==> src/rtl/rtm_pkg.sv <==
// Shared types for the register-transfer machine: opcodes, sequencer states
// and the address-width helper.
package rtm_pkg;

    typedef enum logic [2:0] {
        OP_LOAD   = 3'd0,
        OP_ADD    = 3'd1,
        OP_SUB    = 3'd2,
        OP_MOV    = 3'd3,
        OP_CLRALL = 3'd4,
        OP_MUL    = 3'd5,
        OP_RSV    = 3'd6,
        OP_RSV7   = 3'd7
    } op_t;

    typedef enum logic [1:0] {
        ST_IDLE = 2'd0,
        ST_EXEC = 2'd1,
        ST_MUL  = 2'd2,
        ST_CLR  = 2'd3
    } state_t;

    // Smallest r with 2**r >= n (0 for n <= 1).
    function automatic int clog2(input int n);
        int r;
        r = 0;
        for (int i = 0; i < 31; i++)
            if ((1 << i) < n) r = i + 1;
        return r;
    endfunction

endpackage

==> src/rtl/rtm_seq_datapath_if.sv <==
// Command handshake plus observable buses and flags of the sequenced datapath.
interface rtm_seq_datapath_if #(
    parameter int WIDTH = 4,
    parameter int AW    = 2
);
    logic             cmd_valid;
    logic             cmd_ready;
    logic [2:0]       cmd_op;
    logic [AW-1:0]    cmd_dst;
    logic [AW-1:0]    cmd_sa;
    logic [AW-1:0]    cmd_sb;
    logic [WIDTH-1:0] cmd_data;
    logic             carry_in;
    logic             done;
    logic             cmd_err;
    logic             carry_out;
    logic             zero;
    logic [WIDTH-1:0] a_bus;
    logic [WIDTH-1:0] b_bus;
    logic [WIDTH-1:0] d_bus;

    modport master (
        output cmd_valid, cmd_op, cmd_dst, cmd_sa, cmd_sb, cmd_data, carry_in,
        input  cmd_ready, done, cmd_err, carry_out, zero, a_bus, b_bus, d_bus
    );

    modport slave (
        input  cmd_valid, cmd_op, cmd_dst, cmd_sa, cmd_sb, cmd_data, carry_in,
        output cmd_ready, done, cmd_err, carry_out, zero, a_bus, b_bus, d_bus
    );
endinterface

==> src/rtl/rtm_regfile.sv <==
// NREGS x WIDTH register file: one synchronous write port, two asynchronous
// read ports, whole-array synchronous clear.
module rtm_regfile
    import rtm_pkg::*;
#(
    parameter int WIDTH = 4,
    parameter int NREGS = 4,
    parameter int AW    = clog2(NREGS)
) (
    input  logic             clock,
    input  logic             clear_n,
    input  logic             we,
    input  logic [AW-1:0]    waddr,
    input  logic [WIDTH-1:0] wdata,
    input  logic [AW-1:0]    raddr_a,
    input  logic [AW-1:0]    raddr_b,
    output logic [WIDTH-1:0] rdata_a,
    output logic [WIDTH-1:0] rdata_b
);
    logic [NREGS-1:0][WIDTH-1:0] mem;

    always_ff @(posedge clock) begin
        for (int i = 0; i < NREGS; i++) begin
            if (!clear_n)
                mem[i] <= '0;
            else if (we && (waddr == AW'(i)))
                mem[i] <= wdata;
        end
    end

    assign rdata_a = mem[raddr_a];
    assign rdata_b = mem[raddr_b];
endmodule

==> src/rtl/rtm_seq_datapath.sv <==
// Command-driven register-transfer machine: single-cycle ALU ops, a WIDTH-cycle
// shift-add multiply and an NREGS-cycle clear sweep, with registered flags.
module rtm_seq_datapath
    import rtm_pkg::*;
#(
    parameter int WIDTH = 4,
    parameter int NREGS = 4
) (
    input  logic                clock,
    input  logic                clear_n,
    rtm_seq_datapath_if.slave   bus
);
    localparam int AW = clog2(NREGS);
    localparam int CW = clog2((WIDTH > NREGS) ? WIDTH : NREGS) + 1;

    state_t             state, state_n;
    op_t                op_q;
    logic [AW-1:0]      dst_q;
    logic               cin_q;
    logic [WIDTH-1:0]   data_q, opa_q, opb_q;
    logic [2*WIDTH-1:0] acc, acc_nxt, pp;
    logic [WIDTH-1:0]   opb_sh;
    logic [CW-1:0]      cnt;
    logic               carry_q, zero_q, done_q, err_q;

    logic               accept;
    logic               we;
    logic [AW-1:0]      waddr;
    logic [WIDTH-1:0]   wdata;
    logic               upd_c, upd_z, c_n, z_n, fin, err_c;
    logic [WIDTH:0]     add_r, sub_r;
    logic               mul_last, clr_last;

    rtm_regfile #(.WIDTH(WIDTH), .NREGS(NREGS), .AW(AW)) u_rf (
        .clock   (clock),
        .clear_n (clear_n),
        .we      (we),
        .waddr   (waddr),
        .wdata   (wdata),
        .raddr_a (bus.cmd_sa),
        .raddr_b (bus.cmd_sb),
        .rdata_a (bus.a_bus),
        .rdata_b (bus.b_bus)
    );

    assign bus.cmd_ready = (state == ST_IDLE) && clear_n;
    assign accept        = bus.cmd_valid && bus.cmd_ready;

    assign add_r = {1'b0, opa_q} + {1'b0, opb_q} + {{WIDTH{1'b0}}, cin_q};
    assign sub_r = {1'b0, opa_q} + {1'b0, ~opb_q} + {{WIDTH{1'b0}}, 1'b1};

    // Multiply step cnt adds opa<<cnt when opb bit cnt is set.
    assign opb_sh   = opb_q >> cnt;
    assign pp       = opb_sh[0] ? ({{WIDTH{1'b0}}, opa_q} << cnt) : '0;
    assign acc_nxt  = acc + pp;
    assign mul_last = (cnt == CW'(WIDTH - 1));
    assign clr_last = (cnt == CW'(NREGS - 1));

    always_comb begin
        state_n = state;
        we      = 1'b0;
        waddr   = dst_q;
        wdata   = '0;
        upd_c   = 1'b0;
        upd_z   = 1'b0;
        c_n     = carry_q;
        z_n     = zero_q;
        fin     = 1'b0;
        err_c   = 1'b0;
        case (state)
            ST_IDLE: begin
                if (accept) begin
                    case (op_t'(bus.cmd_op))
                        OP_MUL:    state_n = ST_MUL;
                        OP_CLRALL: state_n = ST_CLR;
                        default:   state_n = ST_EXEC;
                    endcase
                end
            end
            ST_EXEC: begin
                state_n = ST_IDLE;
                fin     = 1'b1;
                case (op_q)
                    OP_LOAD: begin we = 1'b1; wdata = data_q; upd_z = 1'b1; end
                    OP_MOV:  begin we = 1'b1; wdata = opa_q;  upd_z = 1'b1; end
                    OP_ADD: begin
                        we = 1'b1; wdata = add_r[WIDTH-1:0];
                        upd_c = 1'b1; upd_z = 1'b1; c_n = add_r[WIDTH];
                    end
                    OP_SUB: begin
                        we = 1'b1; wdata = sub_r[WIDTH-1:0];
                        upd_c = 1'b1; upd_z = 1'b1; c_n = sub_r[WIDTH];
                    end
                    default: err_c = 1'b1;
                endcase
            end
            ST_MUL: begin
                if (mul_last) begin
                    state_n = ST_IDLE;
                    fin     = 1'b1;
                    we      = 1'b1;
                    wdata   = acc_nxt[WIDTH-1:0];
                    upd_c   = 1'b1;
                    upd_z   = 1'b1;
                    c_n     = |acc_nxt[2*WIDTH-1:WIDTH];
                end
            end
            ST_CLR: begin
                we    = 1'b1;
                waddr = cnt[AW-1:0];
                if (clr_last) begin
                    state_n = ST_IDLE;
                    fin     = 1'b1;
                    upd_c   = 1'b1;
                    upd_z   = 1'b1;
                    c_n     = 1'b0;
                end
            end
            default: state_n = ST_IDLE;
        endcase
        if (upd_z) z_n = (wdata == '0);
    end

    always_ff @(posedge clock) begin
        if (!clear_n) begin
            state   <= ST_IDLE;
            op_q    <= OP_LOAD;
            dst_q   <= '0;
            cin_q   <= 1'b0;
            data_q  <= '0;
            opa_q   <= '0;
            opb_q   <= '0;
            acc     <= '0;
            cnt     <= '0;
            carry_q <= 1'b0;
            zero_q  <= 1'b0;
            done_q  <= 1'b0;
            err_q   <= 1'b0;
        end else begin
            state  <= state_n;
            done_q <= fin;
            err_q  <= err_c;
            if (upd_c) carry_q <= c_n;
            if (upd_z) zero_q  <= z_n;
            if (accept) begin
                op_q   <= op_t'(bus.cmd_op);
                dst_q  <= bus.cmd_dst;
                cin_q  <= bus.carry_in;
                data_q <= bus.cmd_data;
                opa_q  <= bus.a_bus;
                opb_q  <= bus.b_bus;
                acc    <= '0;
                cnt    <= '0;
            end else if (state == ST_MUL) begin
                acc <= acc_nxt;
                cnt <= cnt + CW'(1);
            end else if (state == ST_CLR) begin
                cnt <= cnt + CW'(1);
            end
        end
    end

    assign bus.done      = done_q;
    assign bus.cmd_err   = err_q;
    assign bus.carry_out = carry_q;
    assign bus.zero      = zero_q;
    assign bus.d_bus     = we ? wdata : '0;
endmodule

==> src/flat_wrapper.sv <==
// flat-port wrapper written by rule: the top's interface ports become plain ports
module rtm_seq_datapath_flat import rtm_pkg::*;
#(
    parameter int WIDTH = 4,
    parameter int NREGS = 4
)
  (clock, clear_n, bus_cmd_valid, bus_cmd_op, bus_cmd_dst, bus_cmd_sa, bus_cmd_sb, bus_cmd_data, bus_carry_in, bus_cmd_ready, bus_done, bus_cmd_err, bus_carry_out, bus_zero, bus_a_bus, bus_b_bus, bus_d_bus);
  rtm_seq_datapath_if #(.WIDTH(WIDTH), .AW(2)) bus_i ();
  input  logic clock;
  input  logic clear_n;
  input wire logic [$bits(bus_i.cmd_valid)-1:0] bus_cmd_valid;
  input wire logic [$bits(bus_i.cmd_op)-1:0] bus_cmd_op;
  input wire logic [$bits(bus_i.cmd_dst)-1:0] bus_cmd_dst;
  input wire logic [$bits(bus_i.cmd_sa)-1:0] bus_cmd_sa;
  input wire logic [$bits(bus_i.cmd_sb)-1:0] bus_cmd_sb;
  input wire logic [$bits(bus_i.cmd_data)-1:0] bus_cmd_data;
  input wire logic [$bits(bus_i.carry_in)-1:0] bus_carry_in;
  output wire logic [$bits(bus_i.cmd_ready)-1:0] bus_cmd_ready;
  output wire logic [$bits(bus_i.done)-1:0] bus_done;
  output wire logic [$bits(bus_i.cmd_err)-1:0] bus_cmd_err;
  output wire logic [$bits(bus_i.carry_out)-1:0] bus_carry_out;
  output wire logic [$bits(bus_i.zero)-1:0] bus_zero;
  output wire logic [$bits(bus_i.a_bus)-1:0] bus_a_bus;
  output wire logic [$bits(bus_i.b_bus)-1:0] bus_b_bus;
  output wire logic [$bits(bus_i.d_bus)-1:0] bus_d_bus;
  assign bus_i.cmd_valid = bus_cmd_valid;
  assign bus_i.cmd_op = bus_cmd_op;
  assign bus_i.cmd_dst = bus_cmd_dst;
  assign bus_i.cmd_sa = bus_cmd_sa;
  assign bus_i.cmd_sb = bus_cmd_sb;
  assign bus_i.cmd_data = bus_cmd_data;
  assign bus_i.carry_in = bus_carry_in;
  assign bus_cmd_ready = bus_i.cmd_ready;
  assign bus_done = bus_i.done;
  assign bus_cmd_err = bus_i.cmd_err;
  assign bus_carry_out = bus_i.carry_out;
  assign bus_zero = bus_i.zero;
  assign bus_a_bus = bus_i.a_bus;
  assign bus_b_bus = bus_i.b_bus;
  assign bus_d_bus = bus_i.d_bus;
  rtm_seq_datapath #(.WIDTH(WIDTH), .NREGS(NREGS)) u_core (.clock(clock), .clear_n(clear_n), .bus(bus_i));
endmodule
==> config.mk <==
export PLATFORM = sky130hd
export DESIGN_NAME = rtm_seq_datapath_flat
export DESIGN_NICKNAME = d
export VERILOG_FILES = /design/src/rtl/rtm_pkg.sv /design/src/rtl/rtm_seq_datapath_if.sv /design/src/rtl/rtm_regfile.sv /design/src/rtl/rtm_seq_datapath.sv /design/src/flat_wrapper.sv
export SDC_FILE = /design/constraint.sdc
export NUM_CORES = 1
export LEC_CHECK = 0
export CORE_MARGIN = 1
export CORE_UTILIZATION = 30
export CTS_CLUSTER_DIAMETER = 120
export DETAILED_ROUTE_END_ITERATION = 10
export GPL_TIMING_DRIVEN = 0
export PLACE_DENSITY = 0.47
export SYNTH_ARGS = -nofsm -noshare
export SYNTH_HDL_FRONTEND = slang
export SYNTH_HIERARCHICAL = 1
export SYNTH_SLANG_ARGS = --single-unit
==> constraint.sdc <==
create_clock -name clock -period 4.16 [get_ports clock]
set_input_delay 1.04 -clock clock [delete_from_list [all_inputs] [get_ports clock]]
set_output_delay 1.04 -clock clock [all_outputs]
set_load 0.05 [all_outputs]
Word level (Yosys, flattened, before mapping). Index checks and enable logic that the tools add are counted.

Register bits after elaboration: 51. Input port bits: 17. Output and inout port bits: 17. Logic and storage cells: 94.

$add $sub $neg: 6. Magnitude comparators: 2. Equal/unequal tests: 17. Shift-type cells: 2. Mux-type cells: 28. Bitwise gates (word level): 2. Reductions and logical operators: 20.

Operator list (count): 4-bit binary-select mux with 2-bit select (2); 4-bit 2-to-1 mux (4); 4-bit one-hot mux with 4 select lines (1); 4-bit by 4-bit adder with 5-bit output (2); 3-bit by 2-bit == test with 1-bit output, second input constant (3); 8-bit adder (1); 2-bit == test, second input constant (4); 8-bit 2-to-1 mux (1); 2-bit by 1-bit != test with 1-bit output, second input constant (4); 1-bit one-hot mux with 2 select lines (4); 4-bit one-hot mux with 2 select lines (1); 4-bit OR reduction (2); 4-bit by 3-bit << shifter with 8-bit output (1); 3-bit == test, second input constant (2); 1-bit logical AND (6); 2-bit by 3-bit < comparator with 1-bit output, second input constant (2); 1-bit 2-to-1 mux (6); 2-bit 2-to-1 mux (3); 3-bit 2-to-1 mux (2); 1-bit one-hot mux with 3 select lines (2); 2-bit one-hot mux with 3 select lines (1); 2-bit OR reduction (3); 5-bit by 1-bit adder with 5-bit output (1); 5-bit by 1-bit adder with 5-bit output, second input constant (1); 15 further kinds (18).

Longest topological paths before layout. Gate-level depths: netlist of the first run.

Depth in word-level cells: 6. Gate-level depth with buffers: 14. Mapped depth without buffers: 13.

Cells and area by module. Netlist of the first run, hierarchy kept.

Modules (own cells, without submodules): rtm_seq_datapath (times used 1, cells an instance 302, area an instance 2406.1 um^2, seq. area each 700.7 um^2); rtm_regfile (times used 1, cells an instance 66, area an instance 820.8 um^2, seq. area each 320.3 um^2).

Worst setup path before layout of the first run. OpenSTA, ideal clock, no wires.

Path type: register -> output. Start: register u_core.cnt[1]. End: output port bus_d_bus[3]. Arrival time: 2.876 ns. Required time: 3.120 ns. Slack: 0.244 ns. Stages on the path, launching flop included: 12. Buffers on the path: 1. Path through: dfxtp_1 clkbuf_1 mux4_2 nand2_1 nor3_1 ha_1 a211oi_2 nor2_1 xor2_1 nand2_1 o211a_1 nor2_1.

Word-level cells in the longest chain between the ends: 6. Elaborated cells between the ends (all ways): 10. Those cells by class: 1 x add/sub; 1 x eq/ne; 2 x shift; 6 x mux.

RTL lines: start, declared (RTL line rtm_seq_datapath.sv:23) `logic [CW-1:0] cnt;`; start signal, assigned (RTL line rtm_seq_datapath.sv:156) `cnt <= cnt + CW'(1);`; start signal, assigned (RTL line rtm_seq_datapath.sv:158) `cnt <= cnt + CW'(1);`; 4-bit by 3-bit << shifter with 8-bit output or 4-bit by 3-bit right shift with 1-bit output (tied branches) (RTL line rtm_seq_datapath.sv:54, rtm_seq_datapath.sv:53); 8-bit 2-to-1 mux (RTL line rtm_seq_datapath.sv:54) `assign pp = opb_sh[0] ? ({{WIDTH{1'b0}}, opa_q} << cnt) : '0;`; 8-bit adder (RTL line rtm_seq_datapath.sv:55) `assign acc_nxt = acc + pp;`; 4-bit 2-to-1 mux (RTL line rtm_seq_datapath.sv:98) `if (mul_last) begin`; 4-bit one-hot mux with 2 select lines (RTL line rtm_seq_datapath.sv:70) `case (state)`; 4-bit 2-to-1 mux * (RTL line rtm_seq_datapath.sv:167) `assign bus.d_bus = we ? wdata : '0;`; end, declared (RTL line flat_wrapper.sv:25) `output wire logic [$bits(bus_i.d_bus)-1:0] bus_d_bus;`.

Every way passes the cells marked *; elsewhere a longest branch is shown, timed or not.

Worst setup path in the final report of the first run.
Start: input port bus_cmd_sa[0]. End: output port bus_a_bus[3].

Word-level cells in the longest chain between the ends: 2.

RTL lines: start, declared (RTL line flat_wrapper.sv:14) `input wire logic [$bits(bus_i.cmd_sa)-1:0] bus_cmd_sa;`; 4-bit binary-select mux with 2-bit select (RTL line rtm_regfile.sv:31) `assign rdata_a = mem[raddr_a];`; 4-bit 2-to-1 mux (not written as such) (RTL line rtm_regfile.sv:31); end, declared (RTL line flat_wrapper.sv:23) `output wire logic [$bits(bus_i.a_bus)-1:0] bus_a_bus;`.

Every way passes these cells. The select of a mux whose other input is x is not followed.

==> results of run 1 <==
==> what timing repair did <==
item,CTS,global route
gates cloned,0,0
endpoints found under the setup margin,5,4
resized for setup,20,7
==> kinds of logic (layout without fill, tap and decap cells) <==
kind of cell             count (synthesis)  in the layout
XOR/XNOR                                10             10
AND/OR/NAND/NOR                        136            136
multiplexers                            37             37
AO/OA/AOI/OAI                           73             73
flip-flops                              51             51
buffers and inverters                   36             76
adder cells (fa/ha/maj)                 25             25
==> per-layer routing <==
metal  up-vias  global-route usage (%)
li1       1370                       -
met1      1290                    21.9
met2        51                    26.6
met3         7                    2.16
met4         0                    4.46
met5         -                       0
==> where the power goes <==
group,internal [uW],switching (uW)
Sequential,517,24.8
Clock,241,177
Combinational,110,186
Total,868,388
==> area by class of cell <==
cell class,instances,area [um^2],area share (%)
buffer,17,78.8,2.03
clock buffer,6,72.6,1.87
clock inverter,2,60.1,1.55
inverter,19,71.3,1.84
multi-input combinational,281,2080,53.7
sequential,51,1020,26.4
tap,136,170,4.39
timing repair buffer,32,318,8.19
==> flip-flops by register name, indices dropped and copies added (netlist names), 2 cells and up <==
| signal | flops |
|---|---|
| u_core/data_q | 4 |
| u_core/cnt | 3 |
| u_core/op_q | 3 |
| u_core/acc | 8 |
| u_core/u_rf/mem | 16 |
| u_core/opa_q | 4 |
| u_core/opb_q | 4 |
| u_core/dst_q | 2 |
| u_core/state | 2 |
==> path summary, 6_finish.rpt <==
check,depth (start not counted),slack (ns),start,end
worst max-delay path,3,0.05,bus_cmd_sa[0],bus_a_bus[3]
worst min-delay path,2,0.47,u_core/dst_q[1],u_core/dst_q[1]
worst max register to register,11,1.21,u_core/cnt[0],u_core/bus.carry_out
worst min register to register,2,0.47,u_core/dst_q[1],u_core/dst_q[1]
==> per-stage QoR <==
stage                     TNS (ns)  std cells  setup WS, ns  util, %  hold slack (ns)
after CTS                        0        544       0.00304     37.3            0.471
after floorplan                  0        368         0.244        -            0.431
after detailed placement     -1.14        536        -0.578     35.8            0.457
after global placement       -1.17        536        -0.568     35.8            0.449
after global routing       -0.0421        544       -0.0421     37.4            0.493
final                            0        544        0.0531     37.4            0.467
==> synth_stat cells, types with 6 or more instances <==
cell type / n
mux4_1: 8
o21ai_0: 22
nor2_1: 31
mux2i_1: 26
ha_1: 21
o31ai_1: 8
dfxtp_1: 51
nand2_1: 67
a21oi_1: 15
inv_1: 19
xnor2_1: 6
clkbuf_1: 9
nand3_1: 6
==> worst reg2reg max path, cell delays in order, from the launching register on <==
cell and delay, ns:
dfxtp_4 0.40, mux4_2 0.51, nand2_2 0.15, nor4_1 0.07
ha_1 0.24, fa_2 0.38, a21o_1 0.17, a21oi_1 0.23
xnor2_1 0.13, a221o_1 0.30, o21ai_2 0.16, a221oi_2 0.08
==> results.toml, run 1 <==
[sta]
finalSetupViolCount = 0
max_slew_margin_pct = 61.0
fmax_ghz = 0.243
min_period_over_period_pct = 98.7
tightest_slew_ns = 0.586
fin_worst_skew_ns = 0.0105
final.min_clock_period_ns = 4.11
rsz0062_at_grt = "yes"
finalHoldViolations = 0
drv_slew = 0

[die]
num_rows = 37
die_area_um2 = 11200
start_util_pct = 31.1
io_pins = 34
die_h_um = 106
coreArea_um2 = 10400
die_x_um = 106

[power]
p_leak_uw = 0.00155
design_power_total_uw = 1260
irDropWorstVdd_uv = 140
powerDensity_nw_per_um2 = 323

[yosys]
yosysSeqAreaShare_pct = 31.6
mappedNetlistArea_um2 = 3230
synth.net_count = 410
yosysTopAreaCellShare_pct = 31.6
ys_warn_count = 6
syn_avg_cell_area_um2 = 8.77
synth_mux_area_share_pct = 16.0
synthCells = 368
synth_simple_gate_area_share_pct = 19.8
ys_ff_latch = 51
synth_compound_area_share_pct = 14.7
ys_types = 52
synth_top_family_by_area = "simple AND/OR/NAND/NOR gates"
synth_flop_cell = "dfxtp_1"
synth.top_cells.by_area = "dfxtp_1, ha_1, mux2i_1, nand2_1, mux4_1"
synth-xor-area-share_pct = 2.71
synth_largest_area_cell = "dfxtp_1"
synth-edff-count = 0
synth-async-reset-ratio_pct = 0
synthAdderAreaFrac_pct = 10.6

[hold_path]
worstHoldPathType = "flip-flop to flip-flop"

[detailed_routing]
wl_met3_um = 232
met2_length_mm = 3.97
antenna_left = 0
route.detailed.drc = 0
num_vias = 2718
totalWireLength_mm = 8.67
via_per_inst = 5.00
drt_iter0_drc = 151
top_layer = "met4"
first_pass_iters = 4
wl_met1_mm = 4.39
avgRoutedWirePerCell_um = 15.9

[worst_setup_path]
crit_family = "buffers and inverters"
slowest_delay_ns = 0.74
cp_num_buf_inv = 2
end_kind = "primary output"
crit_top_cell = "clkdlybuf4s50_1"
critPathMaxFanout = 4
cp.arrival_ns = 3.07
timing_worst_setup_path_type = "primary input to primary output"
cpMaxStageDelayCell = "clkdlybuf4s50_1"
startpoint_type = "primary input"
cp_cell_sequence = "clkdlybuf4s50_1 > mux4_1 > clkdlybuf4s50_1"
worstPathRequired_ns = 3.12

[placement]
dpl-instance-area_um2 = 3720
io_buffers = 32
place.gp.congestion = 0.818
hpwlAfterDp_mm = 6.70

[global_routing]
grt_pass1_vias = 2724
globalRouteOverflowTotal = 0
grt_first_pass_wirelength_mm = 14.0
track_usage_pct = 16.1
grt_max_degree = 16
antenna_found_initial = 0

[cells_and_area]
syn2layout_area_growth_pct = 20.2
layout-drive-gt1-share_pct = 8.82
final_cell_mix = "nand2_1, dfxtp_1, nor2_1, clkdlybuf4s50_1, mux2i_1"
design_area_um2 = 3880
finalNetCount = 449
num_antenna_cells = 0
final_common_cell = "nand2_1"
fillers = 1116

[clocking]
htree_levels = 2
clk_latency_ns = 0.31
cts_max_path_buffers = 2
cts-root-buf = "clkbuf_8"
post_cts_buffers = 0
holdBufCountCts = 0
tritoncts = "built"
clock_sink_count = 51
clk_pin_slew_ns = 0.10
cts_made_buffers = 5

[flow_run]
max_cap_viol_count = 0

[status]
status = "finished clean"
Note: power is estimated with default switching activity, not from simulation.
==> run 2: changes to the inputs <==
--- a/config.mk
+++ b/config.mk
@@ -6,11 +6,11 @@
 export NUM_CORES = 1
 export LEC_CHECK = 0
 export CORE_MARGIN = 1
-export CORE_UTILIZATION = 30
+export CORE_UTILIZATION = 52
 export CTS_CLUSTER_DIAMETER = 120
 export DETAILED_ROUTE_END_ITERATION = 10
 export GPL_TIMING_DRIVEN = 0
-export PLACE_DENSITY = 0.47
+export PLACE_DENSITY = 0.73
 export SYNTH_ARGS = -nofsm -noshare
 export SYNTH_HDL_FRONTEND = slang
 export SYNTH_HIERARCHICAL = 1
==> results.toml, run 2 (synthesis results as in run 1) <==
[sta]
max_slew_margin_pct = 61.4
fin_worst_skew_ns = 0.0115
drv_slew = 0
finalHoldViolations = 0
finalSetupTns_ns = 0
final.min_clock_period_ns = 4.13
rsz0062_at_grt = "no"
fmax_ghz = 0.242
tightest_slew_ns = 0.578
min_period_over_period_pct = 99.2
finalSetupViolCount = 0

[cells_and_area]
syn2layout_area_growth_pct = 17.0
final_cell_mix = "nand2_1, dfxtp_1, nor2_1, clkdlybuf4s50_1, mux2i_1"
num_antenna_cells = 0
largest_register = "u_core/u_rf/mem"
largest_reg_flops = 16
layout-drive-gt1-share_pct = 8.80
final_common_cell = "nand2_1"
finalNetCount = 450
fillers = 547
reg_top3 = "u_core/u_rf/mem x16, u_core/acc x8"

[clocking]
htree_levels = 2
tritoncts = "built"
clk_pin_slew_ns = 0.10
cts_max_path_buffers = 2
clk_latency_ns = 0.32
holdBufCountCts = 0
cts_made_buffers = 5
clock_sink_count = 51
cts-root-buf = "clkbuf_8"

[worst_setup_path]
cp_num_buf_inv = 2
startpoint_type = "primary input"
critPathMaxFanout = 4
cpMaxStageDelayCell = "clkdlybuf4s50_1"
worstPathRequired_ns = 3.12
crit_top_cell = "clkdlybuf4s50_1"
cp_cell_sequence = "clkdlybuf4s50_1 > mux4_1 > clkdlybuf4s50_1"
crit_family = "buffers and inverters"
timing_worst_setup_path_type = "primary input to primary output"
end_kind = "primary output"
slowest_delay_ns = 0.73
cp.arrival_ns = 3.09

[global_routing]
top_usage_layer = "met2"
grt_first_pass_wirelength_mm = 12.5
globalRouteOverflowTotal = 0
grt.met1_usage_pct = 31.0
grt_pass1_vias = 2631
use_met2_pct = 45.3
track_usage_pct = 25.5
antenna_found_initial = 0
grtUsageMet3_pct = 3.93
grt_max_degree = 17

[power]
design_power_total_uw = 1150
p_clk_share_pct = 27.5
powerDensity_nw_per_um2 = 303
power.share.switching_pct = 33.5
irDropWorstVdd_uv = 210
power_frac_comb_pct = 25.4
seq_power_share_pct = 47.2
p_switching_uw = 383
p_leak_uw = 0.00154
p_int_uw = 762

[die]
num_rows = 28
start_util_pct = 54.2
die_x_um = 80.8
coreArea_um2 = 5960
die_h_um = 80.8
io_pins = 34
die_area_um2 = 6520

[detailed_routing]
antenna_left = 0
via_per_inst = 5.68
totalWireLength_mm = 7.79
num_vias = 2751
route.detailed.drc = 0
first_pass_iters = 4
avgRoutedWirePerCell_um = 16.1
drt_iter0_drc = 178

[status]
status = "finished clean"

[placement]
io_buffers = 32
place.gp.congestion = 0.920
hpwlAfterDp_mm = 5.95

[flow_run]
max_cap_viol_count = 0

[hold_path]
worstHoldPathType = "flip-flop to flip-flop"
[run 2: changes by cell type in the layout (fill, tap and decap cells not counted), sizes merged]
cell,previous run,this run
clkinv,0,1
buf,8,10
clkinvlp,0,1
clkbuf,17,16
bufinv,2,0
[run 2: worst paths after layout]
check                   start                   end  slack [ns]  depth (start not counted)
max             bus_cmd_sb[0]          bus_b_bus[1]        0.03                          3
min          u_core/data_q[3]      u_core/data_q[3]        0.47                          2
max reg2reg     u_core/cnt[0]  u_core/bus.carry_out        1.12                         11
min reg2reg  u_core/data_q[3]      u_core/data_q[3]        0.47                          2
[run 2: what timing repair did]
action	CTS	global route
buffers inserted	0	1
pin swaps	1	1
gates resized for setup	21	5
setup endpoints to repair	4	4
[run 2: metal layers]
metal,share of wire (%),wire (um)
met5,0,0
met4,2.3,176
met1,45,3500
met2,49,3820
met3,3.7,285
[run 2: layout make-up]
type / instances / area, um^2 / area share [%]
sequential: 51 / 1020 / 27.1
multi-input combinational: 281 / 2090 / 55.2
clock buffer: 6 / 82.6 / 2.19
inverter: 19 / 71.3 / 1.89
timing repair buffer: 33 / 325 / 8.61
buffer: 17 / 78.8 / 2.09
clock inverter: 2 / 16.3 / 0.431
tap: 75 / 93.8 / 2.49
[run 2: power by group through the flow]
stage          registers (uW)  logic, uW  clock network (uW)
2_1_floorplan             561        191                   0
3_3_place_gp              550        284                   0
3_5_place_dp              551        286                   0
4_1_cts                   540        289                 319
5_1_grt                   544        320                 340
6_report                  540        291                 315
[run 2: stage by stage]
| step | area, um^2 | utilization [%] | std cells | setup slack, ns | hold slack [ns] |
|---|---|---|---|---|---|
| global route | 3780 | 63.4 | 484 | 0.00138 | 0.495 |
| CTS | 3750 | 63.0 | 483 | 0.0288 | 0.471 |
| floorplan | 3230 | - | 368 | 0.244 | 0.431 |
| finish | 3780 | 63.4 | 484 | 0.0327 | 0.468 |
| global placement | 3640 | 61.1 | 475 | -0.518 | 0.443 |
| detailed placement | 3640 | 61.1 | 475 | -0.565 | 0.457 |
[run 2: worst min-delay path, stage by stage (launching register included)]
cell and delay, ns:
dfxtp_1 0.32, nand2_1 0.05, o21ai_0 0.06
